[src/rtl/puf_ctrl_pkg.sv]
// rtl/puf_ctrl_pkg.sv - shared types and constants for the RO-PUF evaluation sequencer
package puf_ctrl_pkg;

    localparam int NUM_OSC   = 32;
    localparam int SEL_W     = 5;
    localparam int CLEAR_CYC = 2;

    typedef enum logic [2:0] {
        S_IDLE,
        S_CLEAR,
        S_SETTLE,
        S_COUNT,
        S_SYNC,
        S_COMPARE,
        S_DONE
    } puf_state_t;

    function automatic int max_int(input int a, input int b);
        return (a > b) ? a : b;
    endfunction

endpackage

[src/rtl/puf_phase_timer.sv]
// rtl/puf_phase_timer.sv - loadable down-counter timing each measurement phase
module puf_phase_timer #(
    parameter int W = 8
) (
    input  logic         clk,
    input  logic         rst_n,
    input  logic         load,
    input  logic [W-1:0] load_val,
    output logic         expire
);

    logic [W-1:0] cnt;

    // Loaded with (phase length - 1) so expire marks the last cycle of the phase.
    always_ff @(posedge clk) begin
        if (!rst_n) begin
            cnt <= '0;
        end else if (load) begin
            cnt <= load_val;
        end else if (cnt != '0) begin
            cnt <= cnt - W'(1);
        end
    end

    assign expire = (cnt == '0);

endmodule

[src/rtl/puf_eval_sequencer.sv]
// rtl/puf_eval_sequencer.sv - measurement scheduler producing a multi-bit RO-PUF response
module puf_eval_sequencer
    import puf_ctrl_pkg::*;
#(
    parameter int RESP_BITS  = 8,
    parameter int CNT_W      = 16,
    parameter int WINDOW_CYC = 256,
    parameter int SETTLE_CYC = 16,
    parameter int SYNC_CYC   = 4
) (
    input  logic                 clk,
    input  logic                 rst_n,
    input  logic                 start,
    input  logic [SEL_W-1:0]     chal_a,
    input  logic [SEL_W-1:0]     chal_b,
    output logic                 busy,
    output logic                 cfg_err,
    output logic                 osc_en,
    output logic [SEL_W-1:0]     sel_a,
    output logic [SEL_W-1:0]     sel_b,
    output logic                 cnt_clr,
    output logic                 cnt_en,
    input  logic [CNT_W-1:0]     cnt_a,
    input  logic [CNT_W-1:0]     cnt_b,
    output logic [RESP_BITS-1:0] resp,
    output logic                 resp_valid,
    input  logic                 resp_ready,
    output logic                 tie_seen
);

    localparam int MAX_PH = max_int(max_int(WINDOW_CYC, SETTLE_CYC), max_int(SYNC_CYC, CLEAR_CYC));
    localparam int TW     = $clog2(MAX_PH);
    localparam int KW     = (RESP_BITS > 1) ? $clog2(RESP_BITS) : 1;

    puf_state_t    state, next_state;
    logic          load;
    logic [TW-1:0] load_val;
    logic          expire;
    logic [KW-1:0] k;
    logic          accept;
    logic          reject;
    logic          last_bit;

    puf_phase_timer #(.W(TW)) u_timer (
        .clk      (clk),
        .rst_n    (rst_n),
        .load     (load),
        .load_val (load_val),
        .expire   (expire)
    );

    assign last_bit = (k == KW'(RESP_BITS - 1));
    assign busy     = (state != S_IDLE);

    always_comb begin
        next_state = state;
        load       = 1'b0;
        load_val   = '0;
        accept     = 1'b0;
        reject     = 1'b0;
        case (state)
            S_IDLE: begin
                if (start && (chal_a != chal_b)) begin
                    accept     = 1'b1;
                    next_state = S_CLEAR;
                    load       = 1'b1;
                    load_val   = TW'(CLEAR_CYC - 1);
                end else if (start) begin
                    reject = 1'b1;
                end
            end
            S_CLEAR: begin
                if (expire) begin
                    next_state = S_SETTLE;
                    load       = 1'b1;
                    load_val   = TW'(SETTLE_CYC - 1);
                end
            end
            S_SETTLE: begin
                if (expire) begin
                    next_state = S_COUNT;
                    load       = 1'b1;
                    load_val   = TW'(WINDOW_CYC - 1);
                end
            end
            S_COUNT: begin
                if (expire) begin
                    next_state = S_SYNC;
                    load       = 1'b1;
                    load_val   = TW'(SYNC_CYC - 1);
                end
            end
            S_SYNC: begin
                if (expire) begin
                    next_state = S_COMPARE;
                end
            end
            S_COMPARE: begin
                if (last_bit) begin
                    next_state = S_DONE;
                end else begin
                    next_state = S_CLEAR;
                    load       = 1'b1;
                    load_val   = TW'(CLEAR_CYC - 1);
                end
            end
            S_DONE: begin
                if (resp_ready) begin
                    next_state = S_IDLE;
                end
            end
            default: next_state = S_IDLE;
        endcase
    end

    // Strobes are registered from next_state so they line up with the registered state.
    always_ff @(posedge clk) begin
        if (!rst_n) begin
            state      <= S_IDLE;
            cfg_err    <= 1'b0;
            osc_en     <= 1'b0;
            cnt_clr    <= 1'b0;
            cnt_en     <= 1'b0;
            resp_valid <= 1'b0;
            tie_seen   <= 1'b0;
            resp       <= '0;
            sel_a      <= '0;
            sel_b      <= '0;
            k          <= '0;
        end else begin
            state      <= next_state;
            cfg_err    <= reject;
            osc_en     <= (next_state == S_CLEAR) || (next_state == S_SETTLE) ||
                          (next_state == S_COUNT) || (next_state == S_SYNC) ||
                          (next_state == S_COMPARE);
            cnt_clr    <= (next_state == S_CLEAR);
            cnt_en     <= (next_state == S_COUNT);
            resp_valid <= (next_state == S_DONE);
            if (accept) begin
                sel_a    <= chal_a;
                sel_b    <= chal_b;
                resp     <= '0;
                k        <= '0;
                tie_seen <= 1'b0;
            end
            if (state == S_COMPARE) begin
                resp[k] <= (cnt_a > cnt_b);
                if (cnt_a == cnt_b) begin
                    tie_seen <= 1'b1;
                end
                // 5-bit selects wrap 31 -> 0 across the 32-oscillator bank.
                sel_a <= sel_a + SEL_W'(1);
                sel_b <= sel_b + SEL_W'(1);
                k     <= k + KW'(1);
            end
        end
    end

endmodule

[config.mk]
export PLATFORM = sky130hd
export DESIGN_NAME = puf_eval_sequencer
export DESIGN_NICKNAME = d
export VERILOG_FILES = /design/src/rtl/puf_ctrl_pkg.sv /design/src/rtl/puf_phase_timer.sv /design/src/rtl/puf_eval_sequencer.sv
export SDC_FILE = /design/constraint.sdc
export NUM_CORES = 1
export LEC_CHECK = 0
export CORE_MARGIN = 10
export CORE_UTILIZATION = 43
export CTS_CLUSTER_DIAMETER = 40
export CTS_CLUSTER_SIZE = 12
export DETAILED_ROUTE_END_ITERATION = 10
export PLACE_DENSITY = 0.77
export SLEW_MARGIN = 10
export SYNTH_ARGS = -nofsm -noshare
export SYNTH_HDL_FRONTEND = slang
export SYNTH_SLANG_ARGS = --single-unit
[constraint.sdc]
create_clock -name clk -period 2.3 [get_ports clk]
set_input_delay 0.345 -clock clk [delete_from_list [all_inputs] [get_ports clk]]
set_output_delay 0.345 -clock clk [all_outputs]
set_load 0.03 [all_outputs]
# [Word-level counts from Yosys, hierarchy flattened]
# Cells that the tools add are included.
[word_totals] ff_bits=38 out_inout_bits=25 word_cells=87
[op_classes] n_addsub=4 n_lt_le_gt_ge=3 n_eq_ne=15 mux=37 bitwise=2 n_reduce_logical=14
[ops] operator="$mux 8" n=6
[ops] operator="$pmux 8 s5" n=1
[ops] operator="$mux 3" n=9
[ops] operator="$eq 3x3->1 const B" n=7
[ops] operator="$pmux 3 s7" n=1
[ops] operator="$mux 5" n=4
[ops] operator="$eq 16x16->1" n=1
[ops] operator="$gt 16x16->1" n=1
[ops] operator="$eq 3x2->1 const B" n=4
[ops] operator="$mux 1" n=11
[ops] operator="$add 5x1->5 const B" n=2
[ops] operator="$bwmux 8" n=1
[ops] operator="$logic_not 8->1" n=1
[ops] operator="$reduce_bool 8->1" n=1
[ops] operator="$sub 8x1->8 const B" n=1
[ops] operator="$eq 3x1->1 const B" n=2
[ops] operator="$reduce_or 3->1" n=2
[ops] operator="$ne 5x5->1" n=1
[ops] operator="$logic_or 1x1->1" n=4
[ops] operator="$lt 3x4->1 const B" n=1
[ops] operator="$mux 4" n=1
[ops] operator="$reduce_bool 2->1" n=2
[ops] operator="$add 3x1->3 const B" n=1
[ops] operator="$demux 1 s3" n=1
[ops] operator="other kinds (7)" n=9

# [Depth between registers and ports, before layout]
[depth] ltp_word=9 mapped_depth=8

# [Modules after synthesis]
# A second synthesis with hierarchy kept.
[unflattened] cells_unflattened=286 hier_area_um2=2379.8
[modules_own_cells] mod="puf_eval_sequencer" n_inst=1 cells_per_inst=235 area_per_inst_um2=1921.8 seq_area_each_um2=600.6
[modules_own_cells] mod="puf_phase_timer" n_inst=1 cells_per_inst=51 area_per_inst_um2=457.9 seq_area_each_um2=160.2

# [Worst setup path before layout]
# No wires, ideal clock.
[synth_path] path_kind="reg2reg" from="register u_timer.cnt[0]" to="register u_timer.cnt[4]" setup_ps=79 t_arrival_ps=2073 slack_ps=148 stages_incl_launch_ff=9 n_path_buf=1 synth_period_minus_slack_ps=2152 cell_sequence="dfxtp_1 > inv_1 > ha_1 > or4b_4 > or4_4 > buf_6 > nor3_4 > a31oi_1 > a211oi_2"
[synth_via] elab_chain_cells=4 word_cells_on_any_way=10 classes_between="add/sub (1); mux (6); reduce/logical (3)"
[synth_lines] element="start, declared" line="puf_phase_timer.sv:12" rtl="logic [W-1:0] cnt;"
[synth_lines] element="start signal, assigned" line="puf_phase_timer.sv:19" rtl="cnt <= load_val;"
[synth_lines] element="start signal, assigned" line="puf_phase_timer.sv:21" rtl="cnt <= cnt - W'(1);"
[synth_lines] element="parallel branches: the longest is 4 deep, another holds $sub 8x1->8"
# Several ways; the timed one is not identified. The select of a mux whose other input is x is not followed.
# A chain may end at the register's enable or synchronous reset.

# [Final worst setup path]
[layout_path] from="register u_timer.cnt[1]" to="register cnt_clr"
[layout_via] elab_chain_cells=4 word_cells_on_any_way=7 classes_between="eq/ne (1); mux (5); reduce/logical (1)"
[layout_lines] element="$logic_not 8->1 *" line="puf_phase_timer.sv:25" rtl="assign expire = (cnt == '0);"
[layout_lines] element="$mux 3, on equally long branches"
[layout_lines] element="$pmux 3 s7 *" line="puf_eval_sequencer.sv:61" rtl="case (state)"
[layout_lines] element="$eq 3x1->1 *" line="puf_eval_sequencer.sv:136" rtl="cnt_clr <= (next_state == S_CLEAR);"
[layout_lines] element="end signal, assigned" line="puf_eval_sequencer.sv:136"
[layout_lines] element="end, declared" line="puf_eval_sequencer.sv:21" rtl="output logic cnt_clr,"
# Mark *: on every way between the ends. The rest lies on a longest branch, timed or not.

==> parameters.txt <==
Parameter                              Value

Drt
  DRC violation count after routing    0
  Total wire length    between 6 and 7 mm
  Detailed Route Iter0 Violations    154
  Count of TritonRoute iterations in the first routing pass    4
  Wire length per cell after detailed routing    15.0 microns
  Vias after detailed routing    2440
  Vias per Instance    roughly 5.4
  Number of antenna-violating nets in the routed design    0

Layout
  Fin nets    ~450
  Most frequent standard cell in the layout excluding fill and tap cells    clkdlybuf4s50_1
  Area of all placed cells without fillers    around 3300 sq um
  Fill cell count    ~470
  Share of cells above drive strength 1    8.16%
  Core Util, Final    a little over 60%
  Synth-to-layout area growth    39.0%
  Leading cell types in the layout, fill and taps excluded    clkdlybuf4s50_1, nand2_1, dfxtp_1
  Number of inserted diodes    0

CTS
  # H-tree levels    2
  Number of hold buffers added after CTS    0
  Number of gates resized after CTS    0
  Worst-skew pair later-pin latency    just under 0.3 ns
  Root buffer cell    clkbuf_8
  Clock sinks    38
  Clock tree from TritonCTS    yes
  Post-CTS setup buffers    0
  TritonCTS buffer count    5
  Clock transition time at the flip-flop clock pins of the worst setup and hold paths    0.07 ns
  Maximum number of buffers from clock root to sink    2

Placement
  Placed cell area    about 3200 sq um
  Number of buffer cells added on primary ports    70
  Placed wire-length estimate    between 5 and 6 mm
  Final RePlAce weighted congestion    0.868
  Place WS    -0.0934 ns

Critical path
  Crit path arrival time    2.38 ns
  Cell-by-cell trace of the critical path    inv_1, ha_4, or4b_4, or4_4, mux2i_1, and3_4, and4b_1
  Category of the most critical setup path    reg -> reg
  Cell at the slowest stage of the critical path    or4_4
  Worst flop-to-flop path startpoint    u_timer.cnt[1]$_SDFFE_PN0P_
  Data required time of the worst path    2.49 ns
  Crit. End Element    register
  Critical path startpoint    u_timer.cnt[1]$_SDFFE_PN0P_
  Delay of the slowest cell on the worst path    0.47 ns
  Largest fanout of any net on the critical path    4
  Element type at the critical path start    register

Logic synthesis
  Number of cells produced by synthesis    between 300 and 400
  Avg Inst Size Synth    just under 8 sq um
  Share of flip-flops with an asynchronous set or reset    0%
  Synth Flop Type    dfxtp_1
  Number of flops mapped to enable cells by yosys    0
  Number of synthesis warnings    0
  Net count after synthesis    around 370
  Total standard cell area after synthesis    ~2400 sq um
  Number of flip-flops and latches in the synthesized netlist    38
  Number of distinct library cells after synthesis    46
  Sequential share of the synthesized area    31.8%

Global route
  All-Layer GR Usage    around 16%
  Met3 track utilization from global routing    around 3.4%
  Met1 usage in global routing    between 10% and 20%
  Initial antenna violation count    0
  Number of global-route vias before repair    roughly 2400
  Largest net degree at the start of global routing    20
  Met2 Track Usage GR    27.1%
  Most used routing layer    met2
  Overall overflow remaining after global route    0
  Wire length of the first global-routing pass    around 12 mm

Die
  Initial Util    44.0%
  Die ar.    approximately 9000 sq um
  Count of boundary I/O pins    between 70 and 80
  Die Y-Extent    between 90 and 100 microns
  Die boundary width    around 95 microns
  Core Footprint    between 5000 and 6000 sq um
  Rows    27

Power
  Power density cells    about 840 nW/um^2
  Peak VDD IR    roughly 0.54 mV
  Leak Pwr    between 1 and 1.5 nW
  PnR Total Power    around 0.0028 W

Hold path
  Tightest Hold Check Type    reg -> reg
  Startpoint of the most critical hold path    resp[6]$_SDFF_PN0_

Timing
  Highest clock frequency the design can meet    between 0.4 and 0.5 GHz
  Unrepaired setup endpoints after global routing    false
  Final critical-path share of the clock period    between 90% and 100%
  Count of final setup violators    0
  Tightest Pin Transition    0.474 ns
  Total count of hold-check failures in the final report    0
  Relative slew margins    slightly below 70%
  Worst setup margin    0.108 ns
  Number of slew-limit violations in the final report    0
  Post-layout minimum cycle time    around 2.2 ns
  Clock Skews    ~0.0035 ns

Outcome
  Result of the run    finished, final reports clean

Flow run
  Max Cap Viol    0
layer usage:
metal | wire length, microns | part of all wire, %
met4 | 80 | 1.2
met1 | 2900 | 43
met2 | 3500 | 52
met3 | 309 | 4.5
met5 | 0 | 0
worst max-delay path: cells and delay by family (launching register included):
kind                     cells  cell delay [ns]
AND/OR/NAND/NOR              4             1.34
flip-flops                   1             0.33
multiplexers                 1             0.17
adder cells (fa/ha/maj)      1             0.15
buffers and inverters        1             0.10
cell usage after synthesis, types with 2 or more instances:
cell type  instances  area [sq um]
a211oi_1           4          30.0
a31oi_1            7          43.8
clkbuf_1          13          48.8
o211ai_1           2          15.0
nand4_1           13          81.3
or3_1              3          18.8
nand3_1           15          75.1
nor3_1             5          25.0
inv_1             21          78.8
a21o_1             4          30.0
o22ai_1            6          37.5
or4_1              2          15.0
nand3b_1           2          15.0
nand2_1           38           143
and3b_1            2          17.5
a22oi_1            2          15.0
a21oi_1           17          85.1
buf_1              2          7.51
nor2b_1            4          25.0
ha_1              21           263
xor2_1             4          35.0
o21ai_0           18          90.1
a41oi_1            3          26.3
nor3b_1            3          22.5
nor4_1             2          12.5
dfxtp_1           38           761
xnor2_1           11          96.3
nor2_1            23          86.3
nand2b_1           4          25.0
metrics by stage:
| stage | hold WS (ns) | std cells | TNS [ns] |
|---|---|---|---|
| CTS | 0.473 | 452 | 0 |
| finish | 0.471 | 452 | 0 |
| global route | 0.490 | 452 | 0 |
| detailed placement | 0.463 | 445 | -0.723 |
| floorplan | 0.485 | 306 | 0 |
| global placement | 0.455 | 445 | -0.497 |
worst paths after layout:
check	end	slack, ns	cells past startpoint
setup / recovery	cnt_clr$_SDFF_PN0_	0.11	7
hold reg to reg	resp[6]$_SDFF_PN0_	0.47	2
hold / removal	resp[6]$_SDFF_PN0_	0.47	2
setup reg to reg	cnt_clr$_SDFF_PN0_	0.11	7
final cells by class:
type / count / area [sq um] / area share (%)
Tap cell: 72 / 90.1 / 2.71
Sequential cell: 38 / 761 / 22.9
Multi-Input combinational cell: 230 / 1510 / 45.4
Timing Repair Buffer: 84 / 806 / 24.2
Clock inverter: 1 / 7.51 / 0.226
Inverter: 21 / 78.8 / 2.37
Clock buffer: 6 / 72.6 / 2.18
flip-flops by register name (all words and copies together), names as in the netlist:
name	flops
k	3
resp	8
sel_b	5
cnt_clr	1
u_timer.cnt	8
cnt_en	1
osc_en	1
resp_valid	1
sel_a	5
state	3
cfg_err	1
tie_seen	1
report_power, final:
part	internal, W	switching, W	leakage (nW)
Combinational	0.000710	0.000711	0.969
Clock	0.000208	0.000235	0.0373
Sequential	0.000783	0.000145	0.310
kinds of logic (layout without fill, tap and decap cells):
| family | after synthesis | count (layout) | synth area share [%] |
|---|---|---|---|
| simple gates | 124 | 124 | 27.1 |
| compound gates | 69 | 69 | 17.9 |
| flops | 38 | 38 | 31.8 |
| buf+inv | 38 | 112 | 6.33 |
| fa+ha+maj | 21 | 21 | 11.0 |
| xor+xnor | 15 | 15 | 5.49 |
| mux | 1 | 1 | 0.418 |
No activity file was read; power rests on OpenSTA's default activity.
